$ cat src/rtl/serial_subtractor_pkg.sv
// Shared types and constants for the bit-serial subtractor.
package serial_subtractor_pkg;

    localparam int DEFAULT_WIDTH = 8;

    typedef enum logic [1:0] {
        ST_IDLE  = 2'd0,
        ST_SHIFT = 2'd1,
        ST_DONE  = 2'd2
    } state_t;

    // Bit-position counter width; never narrower than one bit.
    function automatic int cnt_width(input int w);
        return (w < 2) ? 1 : $clog2(w);
    endfunction

endpackage

$ cat src/rtl/full_subtractor.sv
// Combinational full subtractor: d = a - b - bin, bout set on underflow.
// Two half-subtractor stages with their borrows ORed.
module full_subtractor (
    input  logic a,
    input  logic b,
    input  logic bin,
    output logic d,
    output logic bout
);

    logic hs1_d;
    logic hs1_b;
    logic hs2_b;

    // First stage: a - b
    assign hs1_d = a ^ b;
    assign hs1_b = ~a & b;

    // Second stage: (a - b) - bin
    assign d     = hs1_d ^ bin;
    assign hs2_b = ~hs1_d & bin;

    assign bout  = hs1_b | hs2_b;

endmodule

$ cat src/rtl/serial_subtractor.sv
// Bit-serial unsigned A - B, LSB first, one bit per clock.
// Accept on start while in_ready; result and done pulse WIDTH cycles later.
module serial_subtractor
    import serial_subtractor_pkg::*;
#(
    parameter int WIDTH = DEFAULT_WIDTH
) (
    input  logic             clk,
    input  logic             rst,
    input  logic             start,
    output logic             in_ready,
    input  logic [WIDTH-1:0] A,
    input  logic [WIDTH-1:0] B,
    output logic [WIDTH-1:0] diff,
    output logic             borrow,
    output logic             busy,
    output logic             done
);

    localparam int CW = cnt_width(WIDTH);

    state_t           state;
    state_t           state_nx;
    logic [WIDTH-1:0] a_sh;
    logic [WIDTH-1:0] b_sh;
    logic [WIDTH-1:0] res;
    logic [WIDTH-1:0] res_nx;
    logic [CW-1:0]    cnt;
    logic             bw;
    logic             bw_nx;
    logic             d;
    logic             last;

    full_subtractor u_fs (
        .a    (a_sh[0]),
        .b    (b_sh[0]),
        .bin  (bw),
        .d    (d),
        .bout (bw_nx)
    );

    assign last   = (cnt == CW'(WIDTH - 1));
    // New result bit enters at the MSB so the LSB lands at bit 0 after WIDTH shifts.
    assign res_nx = (res >> 1) | {d, {(WIDTH-1){1'b0}}};

    always_ff @(posedge clk or posedge rst) begin
        if (rst) begin
            state <= ST_IDLE;
        end else begin
            state <= state_nx;
        end
    end

    always_comb begin
        state_nx = state;
        case (state)
            ST_IDLE:  if (start) state_nx = ST_SHIFT;
            ST_SHIFT: if (last)  state_nx = ST_DONE;
            ST_DONE:             state_nx = ST_IDLE;
            default:             state_nx = ST_IDLE;
        endcase
    end

    always_comb begin
        in_ready = 1'b0;
        busy     = 1'b0;
        done     = 1'b0;
        case (state)
            ST_IDLE:  in_ready = 1'b1;
            ST_SHIFT: busy     = 1'b1;
            ST_DONE:  done     = 1'b1;
            default:  in_ready = 1'b0;
        endcase
    end

    always_ff @(posedge clk or posedge rst) begin
        if (rst) begin
            a_sh   <= '0;
            b_sh   <= '0;
            res    <= '0;
            cnt    <= '0;
            bw     <= 1'b0;
            diff   <= '0;
            borrow <= 1'b0;
        end else begin
            case (state)
                ST_IDLE: begin
                    if (start) begin
                        a_sh <= A;
                        b_sh <= B;
                        bw   <= 1'b0;
                        cnt  <= '0;
                    end
                end
                ST_SHIFT: begin
                    a_sh <= a_sh >> 1;
                    b_sh <= b_sh >> 1;
                    res  <= res_nx;
                    bw   <= bw_nx;
                    // Hold cnt on the final bit so it never wraps mid-operation.
                    if (last) begin
                        diff   <= res_nx;
                        borrow <= bw_nx;
                    end else begin
                        cnt <= cnt + CW'(1);
                    end
                end
                default: begin
                end
            endcase
        end
    end

endmodule

$ cat config.mk
export PLATFORM = sky130hd
export DESIGN_NAME = serial_subtractor
export DESIGN_NICKNAME = d
export VERILOG_FILES = /design/src/rtl/serial_subtractor_pkg.sv /design/src/rtl/full_subtractor.sv /design/src/rtl/serial_subtractor.sv
export SDC_FILE = /design/constraint.sdc
export NUM_CORES = 1
export LEC_CHECK = 0
export BUFFER_PORTS_ARGS = -buffer_cell sky130_fd_sc_hd__buf_2
export CORE_ASPECT_RATIO = 1.2
export CORE_MARGIN = 4
export CORE_UTILIZATION = 55
export DETAILED_ROUTE_END_ITERATION = 10
export GPL_ROUTABILITY_DRIVEN = 0
export PLACE_DENSITY = 0.81
export SLEW_MARGIN = 25
export SYNTH_ARGS = -nofsm -noshare
export SYNTH_HDL_FRONTEND = slang
export SYNTH_HIERARCHICAL = 1
export SYNTH_SLANG_ARGS = --single-unit
$ cat constraint.sdc
create_clock -name clk -period 1.6 [get_ports clk]
set_clock_uncertainty 0.05 [all_clocks]
set_input_delay 0.16 -clock clk [delete_from_list [all_inputs] [get_ports clk]]
set_output_delay 0.16 -clock clk [all_outputs]
set_load 0.05 [all_outputs]
==> results of run 1 <==
## critical path: stages, from the launching register on
cell	delay, ns
dfrtp_1	0.43
nand2b_1	0.21
clkinv_4	0.13
buf_4	0.21
## layout by cell type, fill, tap and decap left out, types with 2 or more instances in the layout
master         synthesis  layout
a21oi_1                7       7
a221oi_2               5       5
a22o_1                 6       6
a22oi_1                2       2
buf_12                 0       2
buf_2                  4      27
buf_4                  1      11
clkbuf_4               0       6
dfrtp_1               38      37
dlygate4sd3_1          0       3
inv_1                 11      11
mux2_1                 3       3
mux2_2                 7       7
nand2_1               25      25
nand3b_1               2       2
nor2_1                 3       3
nor2b_1                7       6
nor3b_1               10      10
nor4bb_1               2       2
o21ai_0                4       4
o221a_2                2       2
o22a_1                 5       5
## stage by stage
step,setup slack (ns),TNS (ns),cells,hold slack [ns]
finish,0.0663,0,237,0.106
global route,-0.00308,-0.00308,237,0.103
CTS,0.00937,0,237,0.105
detailed placement,0.0458,0,225,0.255
global placement,0.0907,0,225,0.235
floorplan,0.117,0,158,0.246
## per-layer routing
metal / global-route usage, % / vias to the layer above / wire length [µm]
met2: 30.9 / 30 / 1800
met4: 6.65 / 0 / 42
met1: 24.4 / 656 / 1540
li1: - / 631 / -
met5: 0 / - / 0
met3: 3.33 / 5 / 137
## cells in the mapped netlist, types with 3 or more instances
library cell	number	area (µm²)
mux2_1	3	33.8
buf_2	4	20.0
a22o_1	6	52.6
o22a_1	5	43.8
nor3b_1	10	75.1
mux2_2	7	78.8
nand2_1	25	93.8
dfrtp_1	38	951
inv_1	11	41.3
a221oi_2	5	75.1
a21oi_1	7	35.0
nor2_1	3	11.3
o21ai_0	4	20.0
nor2b_1	7	43.8
## kinds of logic (layout without fill, tap and decap cells)
logic type	count (synthesis)	after routing
buffers and inverters	21	64
and+or+nand+nor	54	54
muxes	11	11
AOI/OAI and AO/OA	31	31
adders and majority gates	3	3
DFF	38	38
## power by group through the flow
stage	clock (W)	sequential, W	combinational (W)
2_1_floorplan	0	0.00197	0.00129
3_3_place_gp	0	0.00165	0.00202
3_5_place_dp	0	0.00168	0.00211
4_1_cts	0.000538	0.00166	0.00214
5_1_grt	0.000581	0.00171	0.00231
6_report	0.000530	0.00166	0.00212
## flip-flops by register name, summed over array words and instances, names as in the netlist
| name | flops |
|---|---|
| res | 7 |
| b_sh | 8 |
| borrow | 1 |
| bw | 1 |
| diff | 8 |
| state | 2 |
| a_sh | 8 |
| cnt | 3 |
## cell type report
| class | count | share of cell area [%] |
|---|---|---|
| Clock buffer | 6 | 2.39 |
| Clock inverter | 2 | 0.584 |
| Inverter | 12 | 2.34 |
| Multi-Input combinational cell | 99 | 34.4 |
| Sequential cell | 38 | 44.4 |
| Tap cell | 36 | 2.10 |
| Timing Repair Buffer | 44 | 13.8 |
## worst paths after layout
check / cells past startpoint / end / slack [ns]
max in group asynchronous: 4 / state[0] / 0.73
min in group asynchronous: 4 / res[1] / 0.41
hold reg to reg: 2 / res[1] / 0.45
setup reg to reg: 4 / diff[6] / 0.09
setup / recovery: 3 / busy / 0.07
hold / removal: 3 / a_sh[3] / 0.11
## what timing repair did
action / CTS / global route
endpoints found under the hold margin: 40 / 0
hold buffers: 3 / 0
resized for setup: 2 / 4
pin swaps: 1 / 0
endpoints found under the setup margin: 2 / 12
cloned: 0 / 0
buffers inserted: 1 / 0
==> summary.txt, run 1 <==
Synthesis
  – Xor-xnor portion of the synthesized cell area: 0%
  – Post-synthesis register bit count: 38
  – Synth Area in Adders: 2.53%
  – Yosys Warn Count: 6
  – Post-Syn Nets: 180
  – Compound-gate portion of the synthesized area: 14.8%
  – Number of flops mapped to enable cells by yosys: 0
  – Post-synth cell types: 29
  – Simple-gate share of the synthesized area: 16.6%
  – Main combinational cell family by area after synthesis: simple AND/OR/NAND/NOR gates
  – Post-synthesis sequential area ratio: 53.3%
  – Mapped Avg Cell Area: 11.3 µm²
  – Mux cell area share after synthesis: 6.88%
  – Synthesized netlist cell count: 158
  – Prevailing post-synth register cell: dfrtp_1
  – Post-Syn Area: 1780 µm²
  – Async SR Flop Fraction: 100%

Floorplanning
  – Die W: 60.0 µm
  – Die area: 4220 µm²
  – # rows: 22
  – Die Span Y: 70.4 µm
  – Initial core utilization: 57.8%
  – Core Region: 3080 µm²
  – Number of I/O pins: 31

Route
  – Routed WL: 3.53 mm
  – DR vias/cell: 5.58
  – # DRC: 0
  – Post-DRT Antenna Nets: 0
  – Drt first pass iters: 4
  – Initial drt markers: 43
  – DR WL/cell: 14.9 µm
  – Total number of vias: 1322

Power
  – Sw Pwr: 0.00182 W
  – Power Density: 2010 nW/µm²
  – Sequential power share: 38.4%
  – Clock power frac: 12.3%
  – Logic pwr share: 49.3%
  – Internal: 0.00249 W
  – Switching Share: 42.3%
  – Peak supply drop: 1.43 mV
  – P_leak: 1.06 nW
  – Total power: 0.00431 W

Cells and area
  – Sequential Area: 952 µm²
  – # nets final: 222
  – Fillers: 242
  – Layout cell share with drive strength beyond 1: 34.8%
  – Area of the multi-input gates: 737 µm²
  – Diode count: 0
  – Layout Cell Area excl Fill: 2140 µm²
  – Final core occ: 69.5%
  – Area grow syn2layout: 20.2%

Timing
  – Worst-Margin Slew: 0.478 ns
  – Slew headroom: 68.1%
  – Fin crit period: 1.53 ns
  – Count of final hold-check violations: 0
  – Slew Viols, Final: 0
  – Final period util: 95.9%
  – RSZ-0062 raised after global routing: true
  – Fmax: 652 MHz
  – Setup violations, final: 0

Status
  – Status: finished clean

Clocking
  – CTS Sinks: 38
  – CTS tree: yes
  – H-tree depth: 2
  – Inserted Clock Buffers: 5
  – Clk pin slew, worst setup/hold paths: 0.12 ns
  – CTS root buf: clkbuf_4
  – Clock Path Buffers: 2
  – Worst-Skew Late Latency: 0.34 ns

Setup path
  – CP Launch Type: register
  – CP endpoint kind: primary output
  – Crit path DAT: 1.32 ns
  – Reg-to-Reg Start: cnt[0]
  – Kind of critical path: register to primary output
  – Crit-path max FO: 12
  – Critical Path Start: state[1]
  – Worst path required time: 1.39 ns

Min path
  – Worst hold path class: primary input to register
  – Worst Hold Launch: A[3]

Place
  – DP Area: 2030 µm²
  – Post-detail-place hpwl: 2.51 mm
  – Port Buffer Count: 30

Global routing
  – Total grt overflow: 0
  – First-pass GRT wire length: 6.09 mm
  – Initial antenna violation count: 0
  – Largest net degree at the start of global routing: 39
  – Vias in the first global route: 1371
  – GRT Util Overall: 18.8%

Flow run
  – Max Cap Violations: 0
No activity file was read; power rests on OpenSTA's default activity.
==> run 2: changes to the inputs <==
--- a/config.mk
+++ b/config.mk
@@ -6,5 +6,5 @@
 export NUM_CORES = 1
 export LEC_CHECK = 0
-export BUFFER_PORTS_ARGS = -buffer_cell sky130_fd_sc_hd__buf_2
+export BUFFER_PORTS_ARGS = -buffer_cell sky130_fd_sc_hd__buf_4
 export CORE_ASPECT_RATIO = 1.2
 export CORE_MARGIN = 4
==> constraint.sdc (replaced) <==
create_clock -name clk -period 1.6 [get_ports clk]
set_clock_uncertainty 0.05 [all_clocks]
set_input_delay 0.48 -clock clk [delete_from_list [all_inputs] [get_ports clk]]
set_output_delay 0.48 -clock clk [all_outputs]
set_load 0.05 [all_outputs]
==> run 2 against run 1 <==
Against the previous run:
- the run now ends with negative setup slack left
- non-clock buffer count grew 2
- via count grew 2.0%
- combinational power is 14% higher
- sequential cell count stayed put
- wire length increased by 13%
- die area is the same
- largest power group unchanged
==> summary.txt, run 2 (same netlist as run 1, synthesis figures left out) <==
Flow run
  – Max Cap Violations: 0 (unchanged)

Route
  – Met1 WL: 1.62 mm (was 1.54 mm)
  – DR WL/cell: 16.6 µm (was 14.9 µm)
  – DR vias/cell: 5.62 (was 5.58)
  – Highest Signal Layer: met4 (unchanged)
  – # DRC: 0 (unchanged)
  – Routed WL: 3.99 mm (was 3.53 mm)
  – Initial drt markers: 40 (was 43)
  – Total number of vias: 1348 (was 1322)
  – Routed wl met2: 2.10 mm (was 1.80 mm)
  – Drt first pass iters: 5 (was 4)
  – Post-DRT Antenna Nets: 0 (unchanged)
  – Met3 wire len: 206 µm (was 137 µm)

Cells and area
  – # nets final: 225 (was 222)
  – Most frequent cells in the layout: buf_4, dfrtp_1, nand2_1 (was dfrtp_1, buf_2, nand2_1)
  – Area of the multi-input gates: 781 µm² (was 737 µm²)
  – Final core occ: 75.0% (was 69.5%)
  – Sequential Area: 953 µm² (was 952 µm²)
  – Leading cell type in the layout, fill and taps excluded: buf_4 (was dfrtp_1)
  – Area grow syn2layout: 29.7% (was 20.2%)
  – Largest registers: a_sh (8), b_sh (8), diff (8) (unchanged)
  – Fillers: 212 (was 242)
  – Diode count: 0 (unchanged)
  – Layout cell share with drive strength beyond 1: 39.2% (was 34.8%)

Clocking
  – Hold-fix buffers, CTS: 0 (was 3)
  – H-tree depth: 2 (unchanged)
  – CTS tree: yes (unchanged)
  – CTS root buf: clkbuf_4 (unchanged)
  – Clock Path Buffers: 2 (unchanged)
  – Clk pin slew, worst setup/hold paths: 0.11 ns (was 0.12 ns)
  – CTS Sinks: 38 (unchanged)
  – Inserted Clock Buffers: 5 (unchanged)
  – Worst-Skew Late Latency: 0.35 ns (was 0.34 ns)

Global routing
  – GRT Util Overall: 21.4% (was 18.8%)
  – Vias in the first global route: 1422 (was 1371)
  – Initial antenna violation count: 0 (unchanged)
  – Largest net degree at the start of global routing: 39 (unchanged)
  – Total grt overflow: 0 (unchanged)
  – First-pass GRT wire length: 6.80 mm (was 6.09 mm)

Timing
  – Slew headroom: 76.4% (was 68.1%)
  – Setup violations, final: 3 (was 0)
  – Slew Viols, Final: 0 (unchanged)
  – RSZ-0062 raised after global routing: true (unchanged)
  – Fmax: 565 MHz (was 652 MHz)
  – Count of final hold-check violations: 0 (unchanged)
  – Final period util: 111% (was 95.9%)
  – Worst-Margin Slew: 0.354 ns (was 0.478 ns)
  – Fin crit period: 1.77 ns (was 1.53 ns)
  – Final Worst Setup Slack: -0.169 ns (was 0.0663 ns)
  – Hold_ws: 0.114 ns (was 0.106 ns)

Setup path
  – Crit path cell chain: buf_12 -> nor2_4 -> buf_8 (was nand2b_1 -> clkinv_4 -> buf_4)
  – Reg-to-Reg Start: state[1] (was cnt[0])
  – Worst path required time: 1.07 ns (was 1.39 ns)
  – Kind of critical path: register to primary output (unchanged)
  – Crit path DAT: 1.24 ns (was 1.32 ns)
  – R2R Setup Slk: 0.05 ns (was 0.09 ns)
  – Critical Path Start: state[1] (unchanged)
  – Crit-path max FO: 3 (was 12)
  – CP endpoint kind: primary output (unchanged)
  – CP Launch Type: register (unchanged)
  – R2R cell count: 5 (was 4)
  – Worst path slowest cell: dfrtp_2 (was dfrtp_1)
  – Slowest stage delay, CP: 0.45 ns (was 0.43 ns)

Status
  – Failing checks: negative setup slack
  – Status: complete, but fails checks (was finished clean)

Floorplanning
  – Die W: 60.0 µm (unchanged)
  – Core Region: 3080 µm² (unchanged)
  – # rows: 22 (unchanged)
  – Initial core utilization: 57.8% (unchanged)
  – Number of I/O pins: 31 (unchanged)
  – Die area: 4220 µm² (unchanged)
  – Die Span Y: 70.4 µm (unchanged)

Power
  – Clock power frac: 11.5% (was 12.3%)
  – Internal: 0.00271 W (was 0.00249 W)
  – Sequential power share: 36.5% (was 38.4%)
  – Power Density: 2010 nW/µm² (about the same)
  – Logic pwr share: 52.0% (was 49.3%)
  – Peak supply drop: 1.44 mV (was 1.43 mV)
  – P_leak: 1.12 nW (was 1.06 nW)
  – Switching Share: 41.6% (was 42.3%)
  – Sw Pwr: 0.00193 W (was 0.00182 W)
  – Total power: 0.00464 W (was 0.00431 W)

Min path
  – Worst hold path class: primary input to async pin (was primary input to register)

Place
  – Port Buffer Count: 30 (unchanged)
  – Post-detail-place hpwl: 2.58 mm (was 2.51 mm)
run 2: changes by cell type in the layout (fill, tap and decap cells not counted), moves of 2 or more:
cell,change
buf_2,-27
buf_4,+27
buf_6,+2
buf_8,+3
dlygate4sd3_1,-3
run 2: metrics by stage:
step                      setup WS [ns]  cells  TNS [ns]  area [µm²]
after CTS                        -0.161    239    -0.419        2280
final                            -0.169    240    -0.439        2310
after global placement           0.0874    225         0        2100
after detailed placement         0.0194    225         0        2100
after global routing             -0.223    240    -0.583        2310
after floorplan                 -0.0544    158   -0.0544        1800
run 2: cell type report:
class | count | share of cell area, %
sequential | 38 | 41.2
tap | 36 | 1.95
clock inverter | 1 | 0.216
clock buffer | 7 | 2.38
timing repair buffer | 46 | 18.4
inverter | 12 | 2.06
multi-input combinational | 100 | 33.8
run 2: power groups by stage:
stage                     registers [W]  clock network [W]  logic, W
after floorplan                 0.00197                  0   0.00130
after global placement          0.00165                  0   0.00210
after detailed placement        0.00169                  0   0.00217
after CTS                       0.00168           0.000536   0.00235
after global routing            0.00175           0.000575   0.00260
final                           0.00169           0.000535   0.00241
run 2: critical path, delay by kind of cell, from the launching register on:
kind | cells | cell delay (ns)
DFF | 1 | 0.45
buffers and inverters | 2 | 0.30
and+or+nand+nor | 1 | 0.14
run 2: repair_timing:
action,CTS,global route
pin swaps,2,1
endpoints found under the setup margin,5,12
resized for setup,14,7
cloned,2,0
setup buffers,4,1
run 2: path summary, 6_finish.rpt:
check                                end
min in group clk                 a_sh[7]
worst min-delay path              res[1]
worst max-delay path            in_ready
worst min register to register    res[6]
worst max register to register   a_sh[5]
max in group asynchronous       state[0]
run 2: routing by layer:
metal  vias up  global-route usage (%)
li1        634                       -
met1       660                    26.5
met2        45                    35.1
met3         9                    5.55
met4         0                    7.88
met5         -                       0
==> run 3: changes to the inputs <==
Settings changed: CAP_MARGIN set to 30.
Clock period 1.6 ns to 1.79 ns, I/O delays scaled along.
==> run 3 against run 2 <==
Against the previous run:
- the flow still finishes with violations (negative setup slack)
- highest routed layer unchanged
- utilization is 0.85 points higher
- sequential cell count did not move
- final cell count increased by 0.83%
- die area unchanged
- critical path depth did not move
- via count shrank 0.67%
- design area rose by 1.1%
- register-to-register slack gained 0.06 ns
- sequential share of layout area decreased by 0.52 points
- clock power rose by 8.0%
- wire length fell by 1.8%
- global-route usage is 0.35 points higher
==> summary.txt, run 3 (same netlist as run 1, synthesis figures left out) <==
Status
  – Status: complete, but fails checks (unchanged)
  – Failing checks: negative setup slack (unchanged)

Timing
  – RSZ-0062 raised after global routing: true (unchanged)
  – Slew headroom: 68.8% (was 76.4%)
  – Fmax: 556 MHz
  – Slew Viols, Final: 0 (unchanged)
  – Final Worst Setup Slack: -0.00960 ns (was -0.169 ns)
  – Post-Route Setup TNS: -0.0189 ns (was -0.439 ns)
  – Hold_ws: 0.245 ns (was 0.114 ns)
  – Count of final hold-check violations: 0 (unchanged)
  – Worst-Margin Slew: 0.469 ns (was 0.354 ns)
  – Setup violations, final: 2 (was 3)
  – Final period util: 101%
  – Fin crit period: 1.80 ns

Setup path
  – Slowest stage delay, CP: 0.44 ns (was 0.45 ns)
  – CP Launch Type: register (unchanged)
  – CP endpoint kind: primary output (unchanged)
  – Crit-path max FO: 4 (was 3)
  – Kind of critical path: register to primary output (unchanged)
  – Worst path bufs/invs: 2 (unchanged)
  – Worst path required time: 1.20 ns (was 1.07 ns)
  – Crit path DAT: 1.21 ns (was 1.24 ns)
  – Critical Path Start: state[1] (unchanged)
  – Crit path cell chain: buf_12 -> nor2_4 -> buf_8 (unchanged)
  – Delay-heaviest family, CP: flip-flops (unchanged)
  – Reg-to-Reg Start: state[0] (was state[1])
  – Worst path slowest cell: dfrtp_1 (was dfrtp_2)

Route
  – Total number of vias: 1339 (was 1348)
  – Initial drt markers: 32 (was 40)
  – Drt first pass iters: 4 (was 5)
  – Routed WL: 3.92 mm (was 3.99 mm)
  – DR vias/cell: 5.53 (was 5.62)
  – # DRC: 0 (unchanged)
  – DR WL/cell: 16.2 µm (was 16.6 µm)
  – Post-DRT Antenna Nets: 0 (unchanged)

Clocking
  – Worst-Skew Late Latency: 0.34 ns (was 0.35 ns)
  – CTS root buf: clkbuf_4 (unchanged)
  – Inserted Clock Buffers: 5 (unchanged)
  – CTS Sinks: 38 (unchanged)
  – Clock Path Buffers: 2 (unchanged)
  – Clk pin slew, worst setup/hold paths: 0.12 ns (was 0.11 ns)
  – CTS tree: yes (unchanged)
  – H-tree depth: 2 (unchanged)

Cells and area
  – Sequential Area: 952 µm² (was 953 µm²)
  – Non-filler instance count after layout: 242 (was 240)
  – Leading cell type in the layout, fill and taps excluded: buf_4 (unchanged)
  – Area of the multi-input gates: 747 µm² (was 781 µm²)
  – Largest registers: a_sh (8), b_sh (8), diff (8) (unchanged)
  – Diode count: 0 (unchanged)
  – Most frequent cells in the layout: buf_4, dfrtp_1, nand2_1 (unchanged)
  – Layout cell share with drive strength beyond 1: 37.9% (was 39.2%)
  – Area grow syn2layout: 31.2% (was 29.7%)
  – Fillers: 228 (was 212)
  – # nets final: 227 (was 225)

Power
  – Peak supply drop: 1.25 mV (was 1.44 mV)
  – Total power: 0.00429 W (was 0.00464 W)
  – Power Density: 1830 nW/µm² (was 2010 nW/µm²)
  – P_leak: 1.16 nW (was 1.12 nW)

Floorplanning
  – Die Span Y: 70.4 µm (unchanged)
  – Initial core utilization: 57.8% (unchanged)
  – Core Region: 3080 µm² (unchanged)
  – Die area: 4220 µm² (unchanged)
  – Die W: 60.0 µm (unchanged)
  – # rows: 22 (unchanged)
  – Number of I/O pins: 31 (unchanged)

Place
  – Placed Cells: 223 (was 225)
  – Port Buffer Count: 30 (unchanged)
  – Post-detail-place hpwl: 2.47 mm (was 2.58 mm)

Global routing
  – Initial antenna violation count: 0 (unchanged)
  – Total grt overflow: 0 (unchanged)
  – First-pass GRT wire length: 6.78 mm (was 6.80 mm)
  – Vias in the first global route: 1432 (was 1422)
  – GRT Util Overall: 21.8% (was 21.4%)
  – Largest net degree at the start of global routing: 39 (unchanged)

Min path
  – Worst hold path class: primary input to async pin (unchanged)

Flow run
  – Max Cap Violations: 0 (unchanged)
run 3: cell count changes in the layout (fill, tap and decap cells not counted), sizes merged:
cell | before | now
clkbuf | 7 | 5
buf | 45 | 47
bufinv | 0 | 1
bufbuf | 1 | 2
nand2 | 27 | 26
clkinv | 1 | 2
run 3: power by group:
| group | internal [W] | switching (W) | total (W) |
|---|---|---|---|
| clock | 0.000289 | 0.000289 | 0.000578 |
| combinational | 0.00103 | 0.00119 | 0.00222 |
| sequential | 0.00125 | 0.000236 | 0.00149 |
run 3: cell type report:
type                       count  area share, %
sequential                    38           40.7
multi-input combinational     99           31.9
timing repair buffer          49           20.1
inverter                      12           2.03
tap                           36           1.93
clock inverter                 3           1.71
clock buffer                   5           1.61
run 3: worst paths after layout:
path	slack, ns	depth (start not counted)	endpoint
max	-0.01	3	in_ready
min	0.24	3	a_sh[3]
max reg2reg	0.11	7	diff[1]
min reg2reg	0.45	1	diff[0]
max in group asynchronous	1.10	3	state[0]
min in group clk	0.38	3	b_sh[7]
run 3: repair_timing:
action | CTS | global route
hold buffers | 0 | 0
setup endpoints to repair | 3 | 3
pin swaps | 1 | 0
buffers inserted | 8 | 1
cloned | 2 | 0
gates resized for setup | 10 | 3
run 3: routing by layer:
layer / track usage [%] / up-vias / wire length (µm)
li1: - / 640 / -
met1: 27.0 / 640 / 1640
met2: 35.9 / 51 / 1960
met3: 6.84 / 8 / 250
met4: 5.67 / 0 / 74
met5: 0 / - / 0
run 3: through the flow:
| step | setup slack [ns] | instance area [µm²] | util (%) |
|---|---|---|---|
| 2_1_floorplan | 0.0140 | 1790 | - |
| 3_3_place_gp | 0.238 | 2080 | 67.3 |
| 3_5_place_dp | 0.185 | 2080 | 67.3 |
| 4_1_cts | -0.0174 | 2320 | 75.2 |
| 5_1_grt | -0.0959 | 2340 | 75.9 |
| 6_report | -0.00960 | 2340 | 75.9 |
run 3: worst register-to-register path, cell delays in order, from the launching register on:
cell	delay [ns]
dfrtp_2	0.47
buf_6	0.14
nand2b_4	0.07
inv_4	0.04
buf_4	0.12
buf_4	0.18
nand2_4	0.16
mux2_2	0.36
